<file path="src/rtl/pipe_pkg.sv">
`default_nettype none
// ============================================================================
// Module      : pipe_pkg
// Description : Shared types and constants for the RV32 pipeline registers.
//               ctrl_t packs the decoded control bundle carried from ID to EX.
// Revision    : 1.0 - initial release
// ============================================================================
package pipe_pkg;

    localparam int CTRL_W = 12;

    // Bit order (MSB first): regwrite, memread, memwrite, memtoreg, alusrc,
    // branch, jump, aluop[4:0]
    typedef struct packed {
        logic       regwrite;
        logic       memread;
        logic       memwrite;
        logic       memtoreg;
        logic       alusrc;
        logic       branch;
        logic       jump;
        logic [4:0] aluop;
    } ctrl_t;

    localparam ctrl_t      CTRL_NOP = '0;
    localparam logic [4:0] REG_ZERO = 5'd0;

endpackage
`default_nettype wire

</file>
<file path="src/rtl/id_ex_stage_hazard_detect.sv">
`default_nettype none
// ============================================================================
// Module      : hazard_detect
// Description : Combinational load-use detector. Flags when the instruction
//               in EX is a load whose destination is a source actually read
//               by the instruction waiting in ID.
// Ports       : ex_valid_i, ex_memread_i, ex_rd_i   - EX-stage load info
//               id_valid_i, id_rs*_i, id_uses_rs*_i - ID-stage source info
//               load_use_o                          - stall-for-one-cycle flag
// Revision    : 1.0 - initial release
// ============================================================================
module hazard_detect
    import pipe_pkg::*;
(
    input  logic       ex_valid_i,
    input  logic       ex_memread_i,
    input  logic [4:0] ex_rd_i,
    input  logic       id_valid_i,
    input  logic [4:0] id_rs1_i,
    input  logic [4:0] id_rs2_i,
    input  logic       id_uses_rs1_i,
    input  logic       id_uses_rs2_i,
    output logic       load_use_o
);

    logic w_ex_load;
    logic w_rs1_hit;
    logic w_rs2_hit;

    // x0 is hardwired to zero, so a load targeting it never creates a hazard.
    assign w_ex_load  = ex_valid_i & ex_memread_i & (ex_rd_i != REG_ZERO) & id_valid_i;
    assign w_rs1_hit  = id_uses_rs1_i & (id_rs1_i == ex_rd_i);
    assign w_rs2_hit  = id_uses_rs2_i & (id_rs2_i == ex_rd_i);
    assign load_use_o = w_ex_load & (w_rs1_hit | w_rs2_hit);

endmodule
`default_nettype wire

</file>
<file path="src/rtl/id_ex_stage.sv">
`default_nettype none
// ============================================================================
// Module      : id_ex_stage
// Description : ID/EX pipeline register with load-use bubble insertion,
//               branch flush, downstream memory stall and saturating event
//               counters.
// Ports       : clk, rst                 - clock, sync active-high reset
//               id_*_i                   - decoded instruction from ID
//               ex_flush_i, mem_stall_i  - pipeline control
//               ex_*_o                   - registered EX-stage fields
//               hold_if_id_o             - freeze PC and IF/ID (combinational)
//               load_use_cnt_o, flush_cnt_o - saturating event counters
// Revision    : 1.0 - initial release
// ============================================================================
module id_ex_stage
    import pipe_pkg::*;
#(
    parameter int XLEN   = 32,
    parameter int CNT_W  = 16,
    parameter int CTRL_W = pipe_pkg::CTRL_W
) (
    input  logic              clk,
    input  logic              rst,
    input  logic              id_valid_i,
    input  logic [XLEN-1:0]   id_pc_i,
    input  logic [4:0]        id_rs1_i,
    input  logic [4:0]        id_rs2_i,
    input  logic [4:0]        id_rd_i,
    input  logic              id_uses_rs1_i,
    input  logic              id_uses_rs2_i,
    input  logic [XLEN-1:0]   id_rs1_data_i,
    input  logic [XLEN-1:0]   id_rs2_data_i,
    input  logic [XLEN-1:0]   id_imm_i,
    input  logic [CTRL_W-1:0] id_ctrl_i,
    input  logic              ex_flush_i,
    input  logic              mem_stall_i,
    output logic              ex_valid_o,
    output logic [XLEN-1:0]   ex_pc_o,
    output logic [4:0]        ex_rs1_o,
    output logic [4:0]        ex_rs2_o,
    output logic [4:0]        ex_rd_o,
    output logic [XLEN-1:0]   ex_rs1_data_o,
    output logic [XLEN-1:0]   ex_rs2_data_o,
    output logic [XLEN-1:0]   ex_imm_o,
    output logic [CTRL_W-1:0] ex_ctrl_o,
    output logic              hold_if_id_o,
    output logic [CNT_W-1:0]  load_use_cnt_o,
    output logic [CNT_W-1:0]  flush_cnt_o
);

    localparam logic [CNT_W-1:0] CNT_ONE = {{(CNT_W-1){1'b0}}, 1'b1};
    localparam logic [CNT_W-1:0] CNT_MAX = {CNT_W{1'b1}};

    logic              valid_q,    valid_d;
    logic [XLEN-1:0]   pc_q,       pc_d;
    logic [4:0]        rs1_q,      rs1_d;
    logic [4:0]        rs2_q,      rs2_d;
    logic [4:0]        rd_q,       rd_d;
    logic [XLEN-1:0]   rs1_data_q, rs1_data_d;
    logic [XLEN-1:0]   rs2_data_q, rs2_data_d;
    logic [XLEN-1:0]   imm_q,      imm_d;
    logic [CTRL_W-1:0] ctrl_q,     ctrl_d;
    logic [CNT_W-1:0]  lu_cnt_q,   lu_cnt_d;
    logic [CNT_W-1:0]  fl_cnt_q,   fl_cnt_d;

    ctrl_t w_ex_ctrl;
    logic  w_load_use;

    function automatic logic [CNT_W-1:0] sat_inc(input logic [CNT_W-1:0] v);
        return (v == CNT_MAX) ? v : v + CNT_ONE;
    endfunction

    assign w_ex_ctrl = ctrl_t'(ctrl_q);

    hazard_detect u_hazard_detect (
        .ex_valid_i    (valid_q),
        .ex_memread_i  (w_ex_ctrl.memread),
        .ex_rd_i       (rd_q),
        .id_valid_i    (id_valid_i),
        .id_rs1_i      (id_rs1_i),
        .id_rs2_i      (id_rs2_i),
        .id_uses_rs1_i (id_uses_rs1_i),
        .id_uses_rs2_i (id_uses_rs2_i),
        .load_use_o    (w_load_use)
    );

    // A flush kills the dependent instruction anyway, so it must not also
    // freeze IF/ID; the front end is redirected externally.
    assign hold_if_id_o = mem_stall_i | (w_load_use & ~ex_flush_i);

    always_comb begin
        valid_d    = valid_q;
        pc_d       = pc_q;
        rs1_d      = rs1_q;
        rs2_d      = rs2_q;
        rd_d       = rd_q;
        rs1_data_d = rs1_data_q;
        rs2_data_d = rs2_data_q;
        imm_d      = imm_q;
        ctrl_d     = ctrl_q;
        lu_cnt_d   = lu_cnt_q;
        fl_cnt_d   = fl_cnt_q;

        if (mem_stall_i) begin
            // everything holds
        end else if (ex_flush_i || w_load_use) begin
            // Bubble: all fields zeroed so the forwarding unit cannot match a
            // dead slot (rd/rs1/rs2 = x0) and no side effects reach EX.
            valid_d    = 1'b0;
            pc_d       = '0;
            rs1_d      = REG_ZERO;
            rs2_d      = REG_ZERO;
            rd_d       = REG_ZERO;
            rs1_data_d = '0;
            rs2_data_d = '0;
            imm_d      = '0;
            ctrl_d     = CTRL_NOP;
            if (ex_flush_i) begin
                fl_cnt_d = sat_inc(fl_cnt_q);
            end else begin
                lu_cnt_d = sat_inc(lu_cnt_q);
            end
        end else begin
            valid_d    = id_valid_i;
            pc_d       = id_pc_i;
            rs1_data_d = id_rs1_data_i;
            rs2_data_d = id_rs2_data_i;
            imm_d      = id_imm_i;
            // An empty ID slot must not look like a writer or a reader.
            rs1_d      = id_valid_i ? id_rs1_i  : REG_ZERO;
            rs2_d      = id_valid_i ? id_rs2_i  : REG_ZERO;
            rd_d       = id_valid_i ? id_rd_i   : REG_ZERO;
            ctrl_d     = id_valid_i ? id_ctrl_i : CTRL_NOP;
        end
    end

    always_ff @(posedge clk) begin
        if (rst) begin
            valid_q    <= 1'b0;
            pc_q       <= '0;
            rs1_q      <= REG_ZERO;
            rs2_q      <= REG_ZERO;
            rd_q       <= REG_ZERO;
            rs1_data_q <= '0;
            rs2_data_q <= '0;
            imm_q      <= '0;
            ctrl_q     <= CTRL_NOP;
            lu_cnt_q   <= '0;
            fl_cnt_q   <= '0;
        end else begin
            valid_q    <= valid_d;
            pc_q       <= pc_d;
            rs1_q      <= rs1_d;
            rs2_q      <= rs2_d;
            rd_q       <= rd_d;
            rs1_data_q <= rs1_data_d;
            rs2_data_q <= rs2_data_d;
            imm_q      <= imm_d;
            ctrl_q     <= ctrl_d;
            lu_cnt_q   <= lu_cnt_d;
            fl_cnt_q   <= fl_cnt_d;
        end
    end

    assign ex_valid_o     = valid_q;
    assign ex_pc_o        = pc_q;
    assign ex_rs1_o       = rs1_q;
    assign ex_rs2_o       = rs2_q;
    assign ex_rd_o        = rd_q;
    assign ex_rs1_data_o  = rs1_data_q;
    assign ex_rs2_data_o  = rs2_data_q;
    assign ex_imm_o       = imm_q;
    assign ex_ctrl_o      = ctrl_q;
    assign load_use_cnt_o = lu_cnt_q;
    assign flush_cnt_o    = fl_cnt_q;

endmodule
`default_nettype wire

</file>
<file path="config.mk">
export PLATFORM = sky130hd
export DESIGN_NAME = id_ex_stage
export DESIGN_NICKNAME = d
export VERILOG_FILES = /design/src/rtl/pipe_pkg.sv /design/src/rtl/id_ex_stage_hazard_detect.sv /design/src/rtl/id_ex_stage.sv
export SDC_FILE = /design/constraint.sdc
export NUM_CORES = 1
export LEC_CHECK = 0
export BUFFER_PORTS_ARGS = -buffer_cell sky130_fd_sc_hd__buf_2
export CAP_MARGIN = 20
export CORE_MARGIN = 5
export CORE_UTILIZATION = 40
export CTS_CLUSTER_DIAMETER = 30
export CTS_CLUSTER_SIZE = 8
export DETAILED_ROUTE_END_ITERATION = 6
export GPL_TIMING_DRIVEN = 0
export PLACE_DENSITY = 0.76
export SYNTH_ARGS = -nofsm -noshare
export SYNTH_HDL_FRONTEND = slang
export SYNTH_SLANG_ARGS = --single-unit
</file>
<file path="constraint.sdc">
create_clock -name clk -period 2.2 [get_ports clk]
set_clock_uncertainty 0.2 [all_clocks]
set_input_delay 0.11 -clock clk [delete_from_list [all_inputs] [get_ports clk]]
set_output_delay 0.11 -clock clk [all_outputs]
set_load 0.02 [all_outputs]
</file>
==> impl_metrics.json <==
{
  "crit_path_max_incr_delay_ps": 540,
  "ys_types": 35,
  "hold_class": "input pin to flip-flop",
  "yosys.area_share.simple_pct": 8.350,
  "worst_path_max_delay_cell": "or4_4",
  "clock_latency_ps": 420,
  "start_util_pct": 40.48,
  "use_met2_pct": 47.58,
  "nets": 1240,
  "max_freq_mhz": 431.1,
  "worstSetupPathType": "flip-flop to flip-flop",
  "dr.pass1.iters": 5,
  "grt_remaining_overflow": 0,
  "synth-seq-cells": 188,
  "hold_viol": 0,
  "antenna_found_initial": 3,
  "peakVddDrop_mv": 0.5096,
  "place_congestion": 0.8195,
  "placedCellCount": 1105,
  "finalSetupViolations": 152,
  "vias_per_cell": 5.251,
  "pwr_density_cell_nw_per_um2": 702.0,
  "drt_iter0_drc": 352,
  "syn2layout_area_growth_pct": 71.17,
  "num_rows": 46,
  "dr_total_vias": 6868,
  "drcViolationCount": 0,
  "fin_crit_sh_pct": 105.4,
  "cts_tree": "yes",
  "dp_hpwl_microns": 15450,
  "final_cell_count_no_fill": 1308,
  "ys_warn_count": 0,
  "cts_root_buf": "clkbuf_16",
  "reg2reg_depth": 8,
  "worstMarginPinSlew_ps": 698.4,
  "reg2reg_from": "ex_rd_o[1]",
  "drive_gt1_share_pct": 40.50,
  "p_leak_nw": 5.157,
  "grt_pass1_wl_microns": 38590,
  "cp_top_family": "simple AND/OR/NAND/NOR gates",
  "setup_ws_ps": -119.5,
  "grt_max_degree": 18,
  "grtUsageMet3_pct": 7.809,
  "die_area_sq_um": 18590,
  "grt_busiest_layer": "met2",
  "max-slew-margin-rel_pct": 53.44,
  "finish.utilization_pct": 69.29,
  "syn_area_per_cell_sq_um": 11.82,
  "cts.path.max_buffers": 2,
  "cp_max_fo": 10,
  "end_kind": "flip-flop",
  "numPortBuffers": 349,
  "synth-compound-area-share_pct": 23.54,
  "wl_microns": 25970,
  "core_area_sq_um": 15770,
  "rsz0062_at_grt": "true",
  "routedWlPerCell_microns": 19.85,
  "r2r_end": "ex_imm_o[7]",
  "synth_xor_xnor_area_share_pct": 4.528,
  "clock_sinks": 188,
  "cp.arrival_ps": 2480,
  "grtUsageMet1_pct": 29.18,
  "synth.mux.area_fraction_pct": 0.4900,
  "die_h_microns": 136.3,
  "outcome": "complete, but fails checks",
  "reg2reg_slack_ps": -120,
  "die_w_microns": 136.3,
  "cp_num_buf_inv": 3,
  "cts_htree_levels": 4,
  "period_minus_slack_ps": 2320,
  "numCtsBuffers": 17,
  "yosys.area_share.adder_pct": 0.3920,
  "drtAntennaViolNets": 0,
  "crit_required_ps": 2360,
  "synth_nets": 704,
  "path_cells": "or4_4 > o21ai_4 > nand2b_4 > nor4b_4 > buf_6 > buf_8 > buf_6 > a22o_1",
  "ios": 351,
  "synth_top_family_by_area": "compound AO/OA/AOI/OAI gates",
  "cp_common_cell": "buf_6",
  "violations": "setup timing",
  "drv_slew": 0,
  "grt_usage_pct": 26.69,
  "timing.hold.ws_ps": 9.839,
  "min_path_cells": 5,
  "synth-seq-area-share_pct": 58.96,
  "clk_pin_slew_ps": 70,
  "hold_start": "ex_flush_i",
  "syn-cell-area_sq_um": 6384,
  "startpoint_type": "flip-flop",
  "hold_end": "load_use_cnt_o[14]",
  "syn_inst": 540,
  "drv_cap": 0,
  "grt_pass1_vias": 7104
}
-- worst max-delay path by stage --
stage | from | endpoint | slack, ps | cells after the start
finish | ex_rd_o[1] | ex_imm_o[7] | -120 | 8
global route | ex_rd_o[1] | ex_pc_o[10] | -180 | 8
CTS | ex_rd_o[1] | ex_rd_o[4] | -110 | 8
detailed placement | ex_rd_o[1] | ex_rd_o[4] | -240 | 7
global placement | ex_rd_o[1] | ex_rd_o[4] | -210 | 7
floorplan | ex_rd_o[3] | ex_rd_o[4] | 1 | 8
-- cell usage in the layout (no fill, tap or decap), types with 3 or more instances in the layout --
master	netlist	final
buf_2	2	348
nand2_1	9	8
clkbuf_1	26	25
a21oi_1	6	4
xor2_1	22	22
clkinvlp_4	0	3
dfxtp_1	188	180
dlygate4sd3_1	0	156
o21ai_0	4	4
buf_12	0	4
nor2_1	30	29
a32o_1	27	26
inv_8	0	3
buf_6	0	9
or3_1	4	3
nand4_1	17	17
a22o_1	129	129
nand3_1	11	11
clkbuf_16	0	17
buf_8	0	9
diode_2	0	3
and3_1	9	8
buf_4	17	10
dfxtp_2	0	7
xnor2_1	11	11
-- through the flow --
step	power, W	instance area (sq um)	worst slack (ps)	TNS [ps]
finish	0.007671	10930	-119.5	-11080
global route	0.007916	10930	-183.6	-21940
CTS	0.007646	10780	-114.8	-12760
detailed placement	0.004327	8404	-240.9	-29030
global placement	0.004316	8404	-215.0	-25830
floorplan	0.003992	6387	1.498	0
-- routing by layer --
metal | share of wire, % | up-vias | wire length [microns]
met5 | 0 | - | 0
met4 | 3.8 | 0 | 988
met3 | 7.0 | 81 | 1830
met2 | 52 | 349 | 13530
met1 | 37 | 3310 | 9621
li1 | - | 3128 | -
-- state kept, by name, summed over array words and instances (netlist names) --
register and count:
ex_imm_o 32, ex_pc_o 32, ex_rs1_data_o 32, ex_rs2_data_o 32, flush_cnt_o 16, load_use_cnt_o 16
ex_ctrl_o 12, ex_rd_o 5, ex_rs1_o 5, ex_rs2_o 5, ex_valid_o 1
-- power breakdown --
group          internal [W]  leakage [nW]  switching, W  total [W]
registers           0.00351          1.53     0.0000698    0.00358
clock network       0.00171         0.283       0.00141    0.00311
logic              0.000506          3.34      0.000475   0.000981
-- final cells by class --
| cell class | count | area, sq um |
|---|---|---|
| multi-input cells | 306 | 2461 |
| clock inverters | 14 | 161.4 |
| plain buffers | 44 | 357.8 |
| repair buffers | 518 | 3460 |
| fillers | 1126 | 4843 |
| inverters | 1 | 3.754 |
| clock buffers | 18 | 429.2 |
| diodes | 3 | 7.507 |
| well taps | 216 | 270.3 |
| flip-flops and latches | 188 | 3776 |
-- cell families (layout without fill, tap and decap cells) --
group / Yosys count / after routing
AO/OA/AOI/OAI: 172 / 172
AND/OR/NAND/NOR: 96 / 96
adder cells (fa/ha/maj): 2 / 2
XOR/XNOR: 33 / 33
other: 0 / 3
flip-flops: 188 / 188
buffers and inverters: 46 / 595
multiplexers: 3 / 3
-- timing repair --
item / 4_1_cts / 5_1_grt
cloned: 2 / 0
endpoints found under the hold margin: 157 / 0
endpoints found under the setup margin: 174 / 169
pin swaps: 10 / 24
hold buffers: 156 / 0
gates resized for setup: 39 / 28
buffers inserted: 6 / 5
-- worst register-to-register path: stages, from the launching register on --
cell and delay (ps):
dfxtp_4 360, or4_4 540, o21ai_4 160, nand2b_4 150
nor4b_4 200, buf_6 170, buf_8 150, buf_6 150
a22o_1 180
-- synthesized netlist by cell type --
cell	instances	area share, %
nand4_1	17	1.7
nand4b_1	1	0.14
and2_1	2	0.20
xnor2_1	11	1.5
nor2b_1	2	0.20
mux2i_1	2	0.31
nor4b_4	1	0.37
a21oi_1	6	0.47
o21ai_2	1	0.14
a22o_1	129	18
dfxtp_1	188	59
inv_1	1	0.059
buf_2	2	0.16
a41oi_1	1	0.14
nor4_4	1	0.33
mux2_2	1	0.18
buf_4	17	2.0
or4_1	3	0.35
and3_1	9	0.88
a32o_1	27	4.2
and4_1	2	0.27
ha_1	2	0.39
o21ai_0	4	0.31
nor2_1	30	1.8
nand2b_1	2	0.20
nand3_1	11	0.86
or2_2	1	0.098
nand2_1	9	0.53
clkbuf_1	26	1.5
or3_1	4	0.39
o22ai_2	1	0.20
o31ai_1	2	0.24
o21bai_1	1	0.12
nor4_1	1	0.098
xor2_1	22	3.0
Power figures use the tool's default switching activity.
